<file path="src/rtl/cordic_arbiter.sv">
// Round-robin front end that shares one translate-mode CORDIC between two requesters and routes results back by tag.
// Issue and result are registered one cycle after handshake/arrival; tready drops while MAX_OUT transactions are in flight.
module cordic_arbiter #(
  parameter int DATA_W  = 8,
  parameter int MAX_OUT = 8
) (
  input  logic                         aclk,
  input  logic                         rst,
  input  logic                         req0_tvalid,
  output logic                         req0_tready,
  input  logic [2*DATA_W-1:0]          req0_tdata,
  input  logic                         req1_tvalid,
  output logic                         req1_tready,
  input  logic [2*DATA_W-1:0]          req1_tdata,
  output logic                         cordic_s_tvalid,
  output logic [2*DATA_W-1:0]          cordic_s_tdata,
  input  logic                         cordic_m_tvalid,
  input  logic [2*DATA_W-1:0]          cordic_m_tdata,
  output logic                         res0_tvalid,
  output logic [2*DATA_W-1:0]          res0_tdata,
  output logic                         res1_tvalid,
  output logic [2*DATA_W-1:0]          res1_tdata,
  output logic [$clog2(MAX_OUT):0]     outstanding,
  output logic                         orphan_err
);

  localparam int PW = $clog2(MAX_OUT);
  localparam int CW = PW + 1;
  localparam logic [CW-1:0] MAX_CNT = CW'(MAX_OUT);

  logic          rr_ptr;
  logic          tag_mem [MAX_OUT];
  logic [PW-1:0] wr_ptr;
  logic [PW-1:0] rd_ptr;
  logic          can_grant;
  logic          grant0;
  logic          grant1;
  logic          push;
  logic          pop;
  logic          pop_tag;
  logic          fifo_empty;

  // Grant uses the registered count, so a pop in a full cycle cannot reopen tready early.
  always_comb begin
    fifo_empty = (outstanding == '0);
    can_grant  = !rst && (outstanding < MAX_CNT);
    grant0     = can_grant && req0_tvalid && (!req1_tvalid || !rr_ptr);
    grant1     = can_grant && req1_tvalid && (!req0_tvalid ||  rr_ptr);
    push       = grant0 || grant1;
    pop        = cordic_m_tvalid && !fifo_empty;
    pop_tag    = tag_mem[rd_ptr];
  end

  assign req0_tready = grant0;
  assign req1_tready = grant1;

  always_ff @(posedge aclk or posedge rst) begin
    if (rst) begin
      rr_ptr          <= 1'b0;
      wr_ptr          <= '0;
      rd_ptr          <= '0;
      outstanding     <= '0;
      cordic_s_tvalid <= 1'b0;
      cordic_s_tdata  <= '0;
      res0_tvalid     <= 1'b0;
      res0_tdata      <= '0;
      res1_tvalid     <= 1'b0;
      res1_tdata      <= '0;
      orphan_err      <= 1'b0;
    end else begin
      cordic_s_tvalid <= push;
      if (push) begin
        cordic_s_tdata <= grant1 ? req1_tdata : req0_tdata;
        rr_ptr         <= grant0;
        wr_ptr         <= wr_ptr + PW'(1);
      end
      if (pop) begin
        rd_ptr <= rd_ptr + PW'(1);
      end
      case ({push, pop})
        2'b10:   outstanding <= outstanding + CW'(1);
        2'b01:   outstanding <= outstanding - CW'(1);
        default: outstanding <= outstanding;
      endcase
      res0_tvalid <= pop && !pop_tag;
      res1_tvalid <= pop &&  pop_tag;
      if (pop && !pop_tag) res0_tdata <= cordic_m_tdata;
      if (pop &&  pop_tag) res1_tdata <= cordic_m_tdata;
      // A result with no tag left (e.g. draining after reset) is dropped.
      if (cordic_m_tvalid && fifo_empty) orphan_err <= 1'b1;
    end
  end

  // Tag storage needs no reset: pointers and count define validity.
  always_ff @(posedge aclk) begin
    if (push) tag_mem[wr_ptr] <= grant1;
  end

endmodule

</file>
<file path="config.mk">
export PLATFORM = sky130hd
export DESIGN_NAME = cordic_arbiter
export DESIGN_NICKNAME = d
export VERILOG_FILES = /design/src/rtl/cordic_arbiter.sv
export SDC_FILE = /design/constraint.sdc
export NUM_CORES = 1
export LEC_CHECK = 0
export ABC_AREA = 0
export BUFFER_PORTS_ARGS = -buffer_cell sky130_fd_sc_hd__buf_2
export CAP_MARGIN = 5
export CORE_MARGIN = 1
export CORE_UTILIZATION = 30
export DETAILED_ROUTE_END_ITERATION = 8
export SKIP_LAST_GASP = 1
export SYNTH_ARGS = -nofsm -noshare
export SYNTH_HDL_FRONTEND = slang
export SYNTH_SLANG_ARGS = --single-unit
</file>
<file path="constraint.sdc">
create_clock -name aclk -period 3 [get_ports aclk]
set_input_delay 0 -clock aclk [delete_from_list [all_inputs] [get_ports aclk]]
set_output_delay 0 -clock aclk [all_outputs]
set_load 0.01 [all_outputs]
</file>
==> results.toml <==
[placed_design]
port_buffers = 110
hpwl_um = 4350
gp_congestion = 0.714
pre_cts_ws_ps = 509
place_area_mm2 = 0.00367

[sta]
setup_slack_ps = 475
period_needed_ps = 2530
slew_headroom_pct = 35.7
fmax_mhz = 396
timing.hold.ws_ps = 39.8
setup_tns_ps = 0
rsz0062_at_grt = "no"
slew_viol_final = 0
period_share_pct = 84.2
setup_viol = 0
fin_skew_ps = 13.9
worst_pin_slew_ps = 963
hold_viol = 0

[synth]
synth_area_leader_cell = "dfrtp_1"
syn_area_per_cell_um2 = 12.2
syn_inst = 244
async_flop_share_pct = 88.7
synthFlopType = "dfrtp_1"
synth_edf_count = 8
synth_top_area_share_pct = 53.0
syn_nets = 301
synth_area_leaders = "dfrtp_1 53%, mux2_2 13%, edfxtp_1 8.1%"
netlist_area_mm2 = 0.00297
yosysWarnings = 0
synth_seq_area_share_pct = 61.1
yosysUniqueCellTypes = 35
ys_ff_latch = 71

[worst_setup_path]
critPathMostFrequentCell = "ha_1"
crit_type = "flip-flop to flip-flop"
required_ps = 3260
cp.arrival_ps = 2780
timing.rr.start = "outstanding[1]"
startpoint = "outstanding[1]"
path_max_fanout = 8
crit_path_end_kind = "flip-flop"
start_kind = "flip-flop"
max_stage_delay_ps = 460
crit_chain = "nor4_1 > nand2b_1 > inv_1 > ha_1 > xor2_1 > ha_1 > a31oi_1 > mux2i_1 > xnor2_1"
crit_slowest_cell = "dfrtp_1"
reg2regPathDepth = 9

[drt]
via_per_inst = 4.42
wire_per_inst_um = 12.5
ant_nets = 0
first_pass_iters = 4
wl_um = 6810
drc_errors = 0
drt-initial-drc-count = 52
vias = 2412

[pwr]
vdd_drop_max_mv = 0.350
power_leakage_nw = 2.02
p_sw_share_pct = 33.8
p_sw_mw = 1.49
internal_power_mw = 2.91
combinationalPowerShare_pct = 41.5
clkPwrFrac_pct = 19.7
pwr_density_cell_mw_per_mm2 = 996
sequentialPowerShare_pct = 38.8

[status]
status = "completed"

[die]
die_area_mm2 = 0.0103
ios = 111
core-area_mm2 = 0.00942
die_h_um = 102
rows = 35
die_w_um = 102
start_util_pct = 31.6

[layout]
fin_area_mm2 = 0.00441
mostFrequentLayoutCell = "buf_2"
flow.area_growth_from_synthesis_pct = 48.4
layout_common_cells = "110 x buf_2, 63 x dfrtp_1, 51 x dlygate4sd3_1, 44 x nand2_1, 35 x mux2_2"
utilization_pct = 46.9
insertedDiodeCount = 0
nNetsFinal = 469
drive_gt1_share_pct = 40.8

[clocking]
clockBufferDepth = 2
clock_sinks = 71
cts_buffers = 9
cts-root-buf = "clkbuf_8"
clk_latency_ps = 340
cts_tree = "done"
post_cts_buffers = 0
clk_pin_slew_ps = 80
htree_levels = 3

[global_route]
grt.overflow.total = 0
grtUsageTotal_pct = 14.4
grt_first_pass_wirelength_um = 11300
grt_pass1_vias = 2503
grt_max_degree = 47
antenna_found_initial = 0

[worst_hold_path]
hp-start = "req0_tvalid"
hold_path_depth = 4
hold_path_class = "primary input to flip-flop"

[job]
maxCapViolCount = 0
power by group through the flow:
stage	sequential, mW	combinational [mW]	clock [mW]
detailed placement	1.72	1.65	0
floorplan	1.86	0.910	0
finish	1.70	1.82	0.867
global route	1.77	2.02	0.940
global placement	1.71	1.62	0
CTS	1.71	1.84	0.898
worst max-delay path: cells and delay by family, from the launching register on:
family,cells,cell delay [ps]
AND/OR/NAND/NOR,2,690
flip-flops,1,460
adder cells (fa/ha/maj),2,450
XOR/XNOR,2,300
multiplexers,1,230
AO/OA/AOI/OAI,1,160
buffers and inverters,1,150
metrics by stage:
stage / cells / power, mW
after floorplan: 244 / 2.77
after global placement: 479 / 3.33
after detailed placement: 479 / 3.37
after CTS: 546 / 4.44
after global routing: 546 / 4.73
final: 546 / 4.40
final timing paths:
path / slack [ps] / endpoint
worst max-delay path: 470 / outstanding[2]
worst min-delay path: 40 / rr_ptr
worst max register to register: 470 / outstanding[2]
worst min register to register: 460 / orphan_err
max in group asynchronous: 1750 / res0_tdata[8]
min in group asynchronous: 440 / cordic_s_tdata[2]
metal layers:
metal | global-route usage (%) | up-vias | part of all wire [%]
met5 | 0 | - | 0
met1 | 16.6 | 1158 | 44
li1 | - | 1185 | -
met2 | 25.0 | 54 | 51
met4 | 6.69 | 0 | 2.3
met3 | 3.73 | 15 | 2.8
cells by family (layout without fill, tap and decap cells):
kind of cell	after synthesis	in the layout	synth area share, %
buffers and inverters	14	187	2.52
AND/OR/NAND/NOR	84	84	12.9
multiplexers	37	37	13.9
adder cells (fa/ha/maj)	4	4	1.68
flip-flops	71	71	61.1
XOR/XNOR	8	8	2.36
AO/OA/AOI/OAI	26	26	5.51
repair_timing:
| item | CTS | global route |
|---|---|---|
| gates resized for setup | 0 | 0 |
| hold buffers | 51 | 0 |
| endpoints found under the hold margin | 95 | 0 |
sequential cells by signal (all words and copies together), names as in the netlist:
| signal | flops |
|---|---|
| cordic_s_tdata | 16 |
| cordic_s_tvalid | 1 |
| orphan_err | 1 |
| outstanding | 4 |
| rd_ptr | 3 |
| res0_tdata | 16 |
| res0_tvalid | 1 |
| res1_tdata | 16 |
| res1_tvalid | 1 |
| rr_ptr | 1 |
| tag_mem | 8 |
| wr_ptr | 3 |
synth_stat cells (3+ instances only):
cell type and instances:
inv_1 3, edfxtp_1 8, a31oi_1 17, nor3b_1 4
nor2_1 19, dfrtp_1 63, buf_6 3, nand2_1 44
ha_1 4, xnor2_1 6, nand2b_1 3, mux2_2 35
clkbuf_1 4
area by class of cell:
cell class | count | area (µm²)
Tap cell | 129 | 161
Inverter | 5 | 18.8
Timing Repair Buffer | 166 | 1100
Multi-Input combinational cell | 159 | 1080
Clock inverter | 3 | 43.8
Sequential cell | 71 | 1820
Clock buffer | 13 | 191
Fill cell | 894 | 5000
Note: power is estimated with default switching activity, not from simulation.
